## src/rtl/wb_port_arbiter_pkg.sv

```systemverilog
// rtl/wb_port_arbiter_pkg.sv - shared types and writeback result mux for the write-port arbiter
package wb_port_arbiter_pkg;

  typedef logic [31:0] data_t;
  typedef logic [4:0]  reg_addr_t;

  typedef enum logic [1:0] {
    RESULT_ALU = 2'd0,
    RESULT_MEM = 2'd1,
    RESULT_PC4 = 2'd2
  } result_src_t;

  typedef enum logic {
    ARB_NORMAL = 1'b0,
    ARB_FORCE  = 1'b1
  } arb_state_t;

  typedef struct packed {
    reg_addr_t rd;
    data_t     data;
  } wb_entry_t;

  // Unused encoding falls back to the ALU result.
  function automatic data_t wb_result_mux(input result_src_t src, input data_t alu,
                                          input data_t mem, input data_t pc4);
    case (src)
      RESULT_MEM: return mem;
      RESULT_PC4: return pc4;
      default:    return alu;
    endcase
  endfunction

endpackage

```

## src/rtl/wb_mdu_fifo.sv

```systemverilog
// rtl/wb_mdu_fifo.sv - MDU result buffer, pointers carry an extra wrap bit to tell full from empty
module wb_mdu_fifo
  import wb_port_arbiter_pkg::*;
#(
  parameter int FIFO_DEPTH = 2
) (
  input  logic      clk,
  input  logic      reset,
  input  logic      push,
  input  wb_entry_t entry,
  input  logic      pop,
  output logic      full,
  output logic      empty,
  output wb_entry_t head
);

  localparam int AW = $clog2(FIFO_DEPTH);

  wb_entry_t     mem [FIFO_DEPTH];
  logic [AW:0]   wr_ptr;
  logic [AW:0]   rd_ptr;

  assign empty = (wr_ptr == rd_ptr);
  assign full  = (wr_ptr[AW] != rd_ptr[AW]) && (wr_ptr[AW-1:0] == rd_ptr[AW-1:0]);
  assign head  = mem[rd_ptr[AW-1:0]];

  always_ff @(posedge clk) begin
    if (push) begin
      mem[wr_ptr[AW-1:0]] <= entry;
    end
  end

  always_ff @(posedge clk) begin
    if (reset) begin
      wr_ptr <= '0;
      rd_ptr <= '0;
    end else begin
      if (push) wr_ptr <= wr_ptr + 1'b1;
      if (pop)  rd_ptr <= rd_ptr + 1'b1;
    end
  end

endmodule

```

## src/rtl/wb_port_arbiter.sv

```systemverilog
// rtl/wb_port_arbiter.sv - register-file write port arbiter (pipeline vs. buffered MDU results)
// Optional same-cycle MDU bypass into an empty buffer: define WB_ARB_BYPASS_EN.
module wb_port_arbiter
  import wb_port_arbiter_pkg::*;
#(
  parameter int FIFO_DEPTH   = 2,
  parameter int STARVE_LIMIT = 4
) (
  input  logic        clk,
  input  logic        reset,
  input  logic        wb_valid,
  input  logic        wb_reg_write,
  input  result_src_t wb_result_src,
  input  logic [31:0] wb_alu_result,
  input  logic [31:0] wb_read_data,
  input  logic [31:0] wb_pc_plus_4,
  input  logic [4:0]  wb_rd,
  output logic        wb_stall,
  input  logic        mdu_valid,
  output logic        mdu_ready,
  input  logic [4:0]  mdu_rd,
  input  logic [31:0] mdu_data,
  output logic        rf_we,
  output logic [4:0]  rf_waddr,
  output logic [31:0] rf_wdata
);

  localparam int            CW    = $clog2(STARVE_LIMIT + 1);
  localparam logic [CW-1:0] LIMIT = CW'(STARVE_LIMIT);

  arb_state_t    state;
  logic [CW-1:0] starve_cnt;
  logic [CW-1:0] cnt_inc;
  logic          fifo_full;
  logic          fifo_empty;
  wb_entry_t     head;
  wb_entry_t     push_entry;
  logic          pipe_req;
  logic          mdu_req;
  logic          accept;
  logic          push;
  logic          grant_pipe;
  logic          grant_mdu;
  logic          bypass;
  reg_addr_t     gnt_rd;
  data_t         gnt_data;

  assign pipe_req   = wb_valid & wb_reg_write;
  assign mdu_req    = !fifo_empty;
  assign mdu_ready  = !reset && !fifo_full;
  assign accept     = mdu_valid & mdu_ready;
  assign push       = accept & !bypass;
  assign push_entry = '{rd: mdu_rd, data: mdu_data};
  assign wb_stall   = !reset && (state == ARB_FORCE) && pipe_req;
  assign cnt_inc    = (starve_cnt == LIMIT) ? starve_cnt : starve_cnt + 1'b1;

  always_comb begin
    grant_pipe = 1'b0;
    grant_mdu  = 1'b0;
    bypass     = 1'b0;
    if (state == ARB_FORCE) grant_mdu = mdu_req;
    else if (pipe_req)      grant_pipe = 1'b1;
    else if (mdu_req)       grant_mdu = 1'b1;
`ifdef WB_ARB_BYPASS_EN
    else if (accept)        bypass = 1'b1;
`endif

    gnt_rd   = head.rd;
    gnt_data = head.data;
    if (grant_pipe) begin
      gnt_rd   = wb_rd;
      gnt_data = wb_result_mux(wb_result_src, wb_alu_result, wb_read_data, wb_pc_plus_4);
    end else if (bypass) begin
      gnt_rd   = mdu_rd;
      gnt_data = mdu_data;
    end
  end

  wb_mdu_fifo #(.FIFO_DEPTH(FIFO_DEPTH)) u_fifo (
    .clk   (clk),
    .reset (reset),
    .push  (push),
    .entry (push_entry),
    .pop   (grant_mdu),
    .full  (fifo_full),
    .empty (fifo_empty),
    .head  (head)
  );

  always_ff @(posedge clk) begin
    if (reset) begin
      state      <= ARB_NORMAL;
      starve_cnt <= '0;
      rf_we      <= 1'b0;
      rf_waddr   <= '0;
      rf_wdata   <= '0;
    end else begin
      rf_we <= 1'b0;
      // x0 grants still consume the request; they just never write.
      if (grant_pipe || grant_mdu || bypass) begin
        rf_we    <= (gnt_rd != '0);
        rf_waddr <= gnt_rd;
        rf_wdata <= gnt_data;
      end

      case (state)
        ARB_FORCE: state <= ARB_NORMAL;
        default: begin
          if (pipe_req && mdu_req) begin
            starve_cnt <= cnt_inc;
            if (cnt_inc == LIMIT) state <= ARB_FORCE;
          end
        end
      endcase

      if (grant_mdu || bypass) starve_cnt <= '0;
    end
  end

endmodule

```

## config.mk

```make
export PLATFORM = sky130hd
export DESIGN_NAME = wb_port_arbiter
export DESIGN_NICKNAME = d
export VERILOG_FILES = /design/src/rtl/wb_port_arbiter_pkg.sv /design/src/rtl/wb_mdu_fifo.sv /design/src/rtl/wb_port_arbiter.sv
export SDC_FILE = /design/constraint.sdc
export NUM_CORES = 1
export LEC_CHECK = 0
export ABC_AREA = 1
export CORE_UTILIZATION = 46
export CTS_BUF_LIST = sky130_fd_sc_hd__clkbuf_4 sky130_fd_sc_hd__clkbuf_8 sky130_fd_sc_hd__clkbuf_16
export DETAILED_ROUTE_END_ITERATION = 16
export PLACE_DENSITY = 0.92
export SLEW_MARGIN = 40
export SYNTH_ARGS = -nofsm -noshare
export SYNTH_HDL_FRONTEND = slang
export SYNTH_SLANG_ARGS = --single-unit
```

## constraint.sdc

```tcl
create_clock -name clk -period 3.8 [get_ports clk]
set_input_delay 0.57 -clock clk [delete_from_list [all_inputs] [get_ports clk]]
set_output_delay 0.57 -clock clk [all_outputs]
set_load 0.02 [all_outputs]
```

======== Word level (Yosys, flattened, before mapping) ========
Memories as Yosys holds them, arrays and structs flattened. A register that Yosys moved wholly into a read port is not among the register bits.
Index checks and enable logic that the tools add are counted.
cells by class
  add/sub/neg operators ................... 3
  equal/unequal tests ..................... 7
  mux-type cells .......................... 14
  bitwise operators ....................... 5
  reduce and logical (&&, ||, !) cells .... 14
operators with widths
  cell                   count
  $pmux W32 S2           1
  $mux W32               1
  $mux W1                10
  $eq A3 B3 Y1 const B   2
  $logic_and A1 B1 Y1    5
  $mux W5                1
  $reduce_bool A5 Y1     1
  $add A2 B1 Y2 const B  2
  $reduce_or A2 Y1       2
  $add A3 B1 Y3 const B  1
  $logic_not A1 Y1       3
  $mux W3                1
  $not A1 Y1             3
  $reduce_or A3 Y1       1
  $and A1 B1 Y1          2
  $eq A2 B1 Y1 const B   1
  $eq A2 B2 Y1           1
  $eq A2 B2 Y1 const B   1
  $reduce_and A2 Y1      1
  $eq A1 B1 Y1           1
  $logic_or A1 B1 Y1     1
  $ne A1 B1 Y1           1
word-level totals
  flip-flop bits (word level) ............. 46
  bits in writable memories ............... 74
  output and inout bits ................... 40
  logic and storage cells ................. 51
  memories ................................ 1
memories
  name        words  bits a word  read ports  clocked after memory_dff  wr ports  RTL line           RTL
  u_fifo.mem  2      37           1           1                         1         wb_mdu_fifo.sv:19  wb_entry_t mem [FIFO_DEPTH];

======== Logic depth before layout (Yosys ltp) ========
Gate-level depths: netlist of run 1.
  word-level depth ........................ 7
  depth in mapped cells ................... 10

======== Modules after synthesis ========
A second synthesis of run 1 with hierarchy kept.
unflattened totals
  cells, all modules ...................... 602
  area, all modules ....................... 5564.1 sq um
by module, submodules not included
  module           times used  cells each  area an instance (sq um)  seq. area each (sq um)
  wb_mdu_fifo      1           233         3080.5                    2322.2
  wb_port_arbiter  1           369         2483.6                    840.8

======== Worst setup path after synthesis of run 1 ========
No wires, ideal clock.
  path type ............................... input to register
  start ................................... input port reset
  end ..................................... memory u_fifo.mem[0][0] in the netlist's numbering, enable pin
  library setup time ...................... 0.431 ns
  arrival ................................. 2.401 ns
  required time ........................... 3.369 ns
  slack ................................... 0.967 ns
  stages .................................. 3
  path buffers ............................ 0
  cells stage by stage .................... clkinv_1 -> nand3_1 -> nor2_1
between the ends
  cells in the longest elaborated chain, start to end .. 5
RTL lines
  what                           RTL line               RTL
  start: declaration             wb_port_arbiter.sv:10  input logic reset,
  $logic_not A1 Y1               wb_port_arbiter.sv:50  assign mdu_ready = !reset && !fifo_full;
  $logic_and A1 B1 Y1            wb_port_arbiter.sv:50
  $and A1 B1 Y1                  wb_port_arbiter.sv:51  assign accept = mdu_valid & mdu_ready;
  $mux W1                        wb_mdu_fifo.sv:28      if (push) begin
  $mux W1 (implied by the code)  wb_mdu_fifo.sv:29      mem[wr_ptr[AW-1:0]] <= entry;
  end: declaration               wb_mdu_fifo.sv:19
Every way passes these cells.

======== Worst setup path after layout of run 1 ========
  start ................................... input port reset
  end ..................................... output port wb_stall
between the ends
  cells in the longest elaborated chain, start to end .. 3
RTL lines
  what                               RTL line               RTL
  $logic_not A1 Y1                   wb_port_arbiter.sv:54  assign wb_stall = !reset && (state == ARB_FORCE) && pipe_req;
  $logic_and A1 B1 Y1 (2 in series)  wb_port_arbiter.sv:54
  end: declaration                   wb_port_arbiter.sv:18  output logic wb_stall,
Every way passes these cells.

==> results of run 1 <==
## logic make-up after synthesis
family,Yosys count
AO/OA/AOI/OAI,64
XOR/XNOR,4
adder cells (fa/ha/maj),4
buffers and inverters,64
flip-flops,121
AND/OR/NAND/NOR,439
## registers in the layout, summed over array words and instances, names as in the netlist, named ones only
register       flops
rf_wdata          32
rf_we              1
starve_cnt         3
u_fifo.wr_ptr      2
state              1
u_fifo.rd_ptr      2
u_fifo.mem        74
rf_waddr           5
## cell usage after synthesis
library cell | number | share of area [%]
nand2_1 | 288 | 19
nand4_1 | 16 | 1.8
inv_2 | 2 | 0.13
nor2_1 | 69 | 4.5
clkbuf_1 | 14 | 0.92
inv_4 | 1 | 0.11
o211ai_1 | 5 | 0.66
o211a_1 | 5 | 0.88
edfxtp_1 | 74 | 39
nor2_4 | 1 | 0.20
buf_6 | 3 | 0.59
buf_2 | 21 | 1.8
buf_1 | 1 | 0.066
dfxtp_1 | 47 | 16
clkinv_1 | 2 | 0.13
ha_1 | 4 | 0.88
buf_4 | 1 | 0.13
nand2_4 | 1 | 0.20
nand2_2 | 2 | 0.22
xnor2_1 | 1 | 0.15
a21oi_1 | 34 | 3.0
nand3_1 | 52 | 4.6
nand3_2 | 2 | 0.35
inv_1 | 19 | 1.3
nor3_1 | 2 | 0.18
o21ai_0 | 20 | 1.8
xor2_1 | 3 | 0.46
or2_2 | 6 | 0.66
## area by class of cell
cell class / instances / share of cell area (%)
clock buffer: 18 / 5.32
clock inverter: 14 / 2.08
inverter: 24 / 1.12
multi-input combinational: 511 / 27.4
sequential: 121 / 38.3
tap: 168 / 2.55
timing repair buffer: 194 / 23.2
## stage by stage
stage | utilization, % | setup WS, ns | hold slack (ns)
final | 68.5 | 1.13 | 0.489
after global routing | 68.5 | 1.12 | 0.506
after CTS | 68.5 | 1.15 | 0.490
after detailed placement | 63.4 | 0.908 | 0.481
after global placement | 63.4 | 0.986 | 0.470
after floorplan | - | 0.967 | 0.456
## worst min path at each step
stage	from	endpoint	slack, ns	cells past startpoint
after floorplan	starve_cnt[1]$_SDFFE_PP0P_	starve_cnt[1]$_SDFFE_PP0P_	0.46	2
after global placement	starve_cnt[1]$_SDFFE_PP0P_	starve_cnt[1]$_SDFFE_PP0P_	0.47	2
after detailed placement	rf_waddr[0]$_SDFFE_PP0P_	rf_waddr[0]$_SDFFE_PP0P_	0.48	2
after CTS	rf_waddr[4]$_SDFFE_PP0P_	rf_waddr[4]$_SDFFE_PP0P_	0.49	2
after global routing	rf_waddr[1]$_SDFFE_PP0P_	rf_waddr[1]$_SDFFE_PP0P_	0.51	2
final	rf_waddr[4]$_SDFFE_PP0P_	rf_waddr[4]$_SDFFE_PP0P_	0.49	2
## worst max-delay path: stages
cell             delay, ns
clkdlybuf4s50_1       0.64
nor3_1                0.27
clkdlybuf4s50_1       0.63
## layer usage
metal | wire length [µm] | part of all wire, % | vias to the layer above
li1 | - | - | 2636
met4 | 419 | 2.7 | 0
met3 | 947 | 6.1 | 28
met5 | 0 | 0 | -
met1 | 6410 | 41 | 2478
met2 | 7770 | 50 | 181
## power by group through the flow
stage	registers (W)	clock network [W]	logic, W
2_1_floorplan	0.00171	0	0.000520
3_3_place_gp	0.00161	0	0.00105
3_5_place_dp	0.00161	0	0.00107
4_1_cts	0.00159	0.00165	0.00108
5_1_grt	0.00160	0.00172	0.00118
6_report	0.00159	0.00163	0.00108
==> results.toml, run 1 <==
[clock_tree]
cts_hold_buf = 0
clk_latency_ns = 0.40
cts_setup_buffers = 0
path_clk_slew_ns = 0.06
htreeDepth = 4
max-clock-path-buffers = 2
cts_resized = 0
numCtsBuffers = 17
clock_sink_count = 121
cts_tree = "built"
cts_root_buf = "clkbuf_16"

[global_route]
overflow = 0
grtUsageTotal_pct = 24.8
grt_max_degree = 71
grt_busiest_layer = "met2"
grt_antenna_before_repair = 0
met1_usage_pct = 29.4
grt_use_met3_pct = 6.16
use_met2_pct = 42.9
grt_pass1_wl_mm = 24.3
grt_pass1_vias = 5056

[sta]
final.min_clock_period_ns = 2.67
hold_violations = 0
setup_tns_ns = 0
rsz0062_at_grt = "no"
maxSlewHeadroom_pct = 50.2
drv_slew = 0
fmax_mhz = 374
tightest_slew_ns = 0.747
skew_ns = 0.0145
setup_violations = 0
fin_crit_sh_pct = 70.3

[logic_synthesis]
synth_seq_area_share_pct = 55.5
synth_cell_types = 28
ys_ff_latch = 121
netlist_instances = 696
synth.avg_cell_area_um2 = 8.20
synth_top_family_by_area = "simple AND/OR/NAND/NOR gates"
synth.yosys.warnings = 0
synthAdderAreaFrac_pct = 0.877
syn_nets = 845
synth_compound_area_share_pct = 6.27
synthMuxAreaShare_pct = 0
syn_area_um2 = 5700
synthSimpleGateAreaFrac_pct = 31.6
synth-xor-area-share_pct = 0.614

[power]
p_comb_share_pct = 25.0
swShare_pct = 29.3
worst_ir_drop_vdd_mv = 0.347
power_density_nw_per_um2 = 521
p_clk_share_pct = 38.0
p_leak_nw = 3.37
power_frac_seq_pct = 37.0
power_w = 0.00430
p_switching_w = 0.00126
p_int_w = 0.00304

[outcome]
status = "finished, final reports clean"

[final_layout]
final_cell_mix = "288 x nand2_1, 184 x clkdlybuf4s50_1, 74 x edfxtp_1"
multi_input_area_um2 = 2260
finalNetCount = 1018
area_growth_pct = 44.7
final_common_cell = "nand2_1"
seq_area_um2 = 3160
drive_gt1_share_pct = 6.69
layoutNonFillerInstCount = 1050
antenna_cells = 0
finalInstanceArea_um2 = 8260
fillers = 902

[floorplanning]
die_area_um2 = 12800
start_util_pct = 47.3
placementRows = 40
die_w_um = 113
core_area_um2 = 12100
die_y_um = 113
io_pins = 185

[routing]
drc = 0
vias = 5323
drt-total-wl_mm = 15.5
avgRoutedWirePerCell_um = 14.8
ant_nets = 0
dr.pass1.iters = 5
vias_per_cell = 5.07
drt_iter0_drc = 311

[hold_path]
hold_path.class = "register to register"

[worst_setup_path]
r2r_start = "u_fifo.wr_ptr[0]$_SDFFE_PP0N_"
startpoint = "reset"
setup.worst_path.end_class = "output pin"
cp.required_ns = 3.23
endpoint = "wb_stall"
reg2regPathDepth = 7
worstPathMaxFanout = 11
critPathArrivalTime_ns = 2.10
startpoint_type = "primary input"
regToRegEndpoint = "u_fifo.mem[0][2]$_DFFE_PP_"
worst-setup-path-type = "primary input to output pin"
r2r_setup_slack_ns = 1.62

[placement]
io_buffer_count = 184
place_area_um2 = 7650
dp_hpwl_mm = 10.5
gp_congestion = 0.800
placed_cells = 1018

[flow_run]
max-cap-violations = 0
(Power assumes the default switching activity.)
==> run 2: changes to the inputs <==
--- a/config.mk
+++ b/config.mk
@@ -6,10 +6,10 @@
 export NUM_CORES = 1
 export LEC_CHECK = 0
 export ABC_AREA = 1
-export CORE_UTILIZATION = 46
+export CORE_UTILIZATION = 42
 export CTS_BUF_LIST = sky130_fd_sc_hd__clkbuf_4 sky130_fd_sc_hd__clkbuf_8 sky130_fd_sc_hd__clkbuf_16
 export DETAILED_ROUTE_END_ITERATION = 16
-export PLACE_DENSITY = 0.92
+export PLACE_DENSITY = 0.89
 export SLEW_MARGIN = 40
 export SYNTH_ARGS = -nofsm -noshare
 export SYNTH_HDL_FRONTEND = slang
==> constraint.sdc (replaced) <==
create_clock -name clk -period 2.2 [get_ports clk]
set_input_delay 0.33 -clock clk [delete_from_list [all_inputs] [get_ports clk]]
set_output_delay 0.33 -clock clk [all_outputs]
set_load 0.02 [all_outputs]
==> run 2 against run 1 <==
Sequential power is 72% higher; largest cell class unchanged; cell count increased by 1.4%; total power up 70%; via count rose by 0.58%.
==> results.toml, run 2 (synthesis gave the netlist of run 1 again) <==
[outcome]
status = "finished, final reports clean"

[final_layout]
area_growth_pct = 46.4
final_common_cell = "nand2_1"
antenna_cells = 0
seq_area_um2 = 3160
finalNetCount = 1025
largest_register_ffs = 74
multi_input_area_um2 = 2260
fillers = 1082
drive_gt1_share_pct = 7.31
final_core_util_pct = 63.1
final_cell_mix = "288 x nand2_1, 183 x clkdlybuf4s50_1, 74 x edfxtp_1"

[routing]
vias = 5354
drt-total-wl_mm = 16.2
avgRoutedWirePerCell_um = 15.2
ant_nets = 0
vias_per_cell = 5.03
drt_iter0_drc = 326
drc = 0
dr.pass1.iters = 5

[sta]
drv_slew = 0
final.min_clock_period_ns = 2.07
hold_violations = 0
setup_violations = 0
fin_hold_ws_ns = 0.491
setup_tns_ns = 0
fin_crit_sh_pct = 94.3
rsz0062_at_grt = "no"
skew_ns = 0.0103
tightest_slew_ns = 0.698
maxSlewHeadroom_pct = 53.4
fmax_mhz = 482

[floorplanning]
core_area_um2 = 13200
die_area_um2 = 14100
die_y_um = 119
io_pins = 185
start_util_pct = 43.1
die_w_um = 119
placementRows = 42

[global_route]
grt_pass1_wl_mm = 25.7
grtUsageTotal_pct = 23.7
grt_pass1_vias = 5224
grt_max_degree = 54
overflow = 0
grt_antenna_before_repair = 0

[worst_setup_path]
worstPathMaxFanout = 2
slowest_delay_ns = 0.64
path_buf_inv = 2
crit_path_top_delay_cell = "clkdlybuf4s50_1"
startpoint_type = "primary input"
cpLargestDelayFamily = "buffers and inverters"
critPathArrivalTime_ns = 1.74
worst-setup-path-type = "primary input to output pin"
setup.worst_path.end_class = "output pin"
crit_top_cell = "clkdlybuf4s50_1"
crit_path_cell_trace = "clkdlybuf4s50_1 -> nand2_1 -> nor3_1 -> clkdlybuf4s50_1"
cp.required_ns = 1.87

[placement]
gp_congestion = 0.813
dp_hpwl_mm = 10.9
io_buffer_count = 184

[power]
worst_ir_drop_vdd_mv = 0.594
p_leak_nw = 3.43
p_int_w = 0.00507
p_comb_share_pct = 26.6
p_switching_w = 0.00222
power_w = 0.00729
power_frac_seq_pct = 37.6
swShare_pct = 30.5
p_clk_share_pct = 35.8
power_density_nw_per_um2 = 873

[clock_tree]
clk_latency_ns = 0.41
path_clk_slew_ns = 0.06
cts_root_buf = "clkbuf_16"
numCtsBuffers = 17
clock_sink_count = 121
max-clock-path-buffers = 2
htreeDepth = 4
cts_hold_buf = 0
cts_tree = "built"

[flow_run]
max-cap-violations = 0

[hold_path]
hold_path.class = "register to register"
-- run 2: cell types whose count changed in the layout (fill, tap and decap cells not counted), sizes merged --
cell	previous run	this run
inv	24	26
clkdlybuf4s50	184	183
buf	10	17
bufinv	3	1
clkinvlp	5	2
dlygate4sd2	0	1
clkinv	6	9
-- run 2: tightest hold or removal path, delay by kind of cell (launching register included) --
family           cells  cell delay, ns
flip-flops           1            0.31
AO/OA/AOI/OAI        1            0.06
AND/OR/NAND/NOR      1            0.08
-- run 2: layer usage --
metal | up-vias | routed length, µm | track usage (%)
li1 | 2652 | - | -
met1 | 2495 | 6760 | 28.1
met2 | 169 | 8000 | 39.9
met3 | 38 | 956 | 5.94
met4 | 0 | 498 | 11.6
met5 | - | 0 | 0
-- run 2: through the flow --
stage | worst slack [ns] | instances | area, µm²
final | 0.126 | 1065 | 8350
after global routing | 0.0700 | 1065 | 8350
after CTS | 0.106 | 1065 | 8350
after detailed placement | 0.110 | 1033 | 7790
after global placement | 0.184 | 1033 | 7790
after floorplan | -0.0394 | 696 | 5710
-- run 2: what timing repair did --
item,CTS,global route
gates resized for setup,1,0
endpoints found under the hold margin,0,0
setup endpoints to repair,1,0
setup buffers,0,0
-- run 2: cell type report --
| cell class | count | share of cell area [%] |
|---|---|---|
| sequential | 121 | 37.9 |
| multi-input combinational | 511 | 27.1 |
| timing repair buffer | 201 | 24.6 |
| clock buffer | 18 | 5.26 |
| tap | 176 | 2.64 |
| clock inverter | 14 | 1.45 |
| inverter | 24 | 1.11 |
-- run 2: worst paths after layout --
path	start	slack, ns	to	depth (start not counted)
setup / recovery	wb_valid	0.13	wb_stall	4
hold reg to reg	rf_wdata[2]$_SDFFE_PP0P_	0.49	rf_wdata[2]$_SDFFE_PP0P_	2
setup reg to reg	u_fifo.wr_ptr[0]$_SDFFE_PP0N_	0.36	rf_wdata[3]$_SDFFE_PP0P_	7
hold / removal	rf_wdata[2]$_SDFFE_PP0P_	0.49	rf_wdata[2]$_SDFFE_PP0P_	2
-- run 2: power by group through the flow --
stage,Sequential [W],Clock [W],Combinational [W]
6_report,0.00274,0.00261,0.00194
5_1_grt,0.00277,0.00275,0.00212
4_1_cts,0.00274,0.00264,0.00194
3_5_place_dp,0.00279,0,0.00193
3_3_place_gp,0.00278,0,0.00189
2_1_floorplan,0.00296,0,0.000900
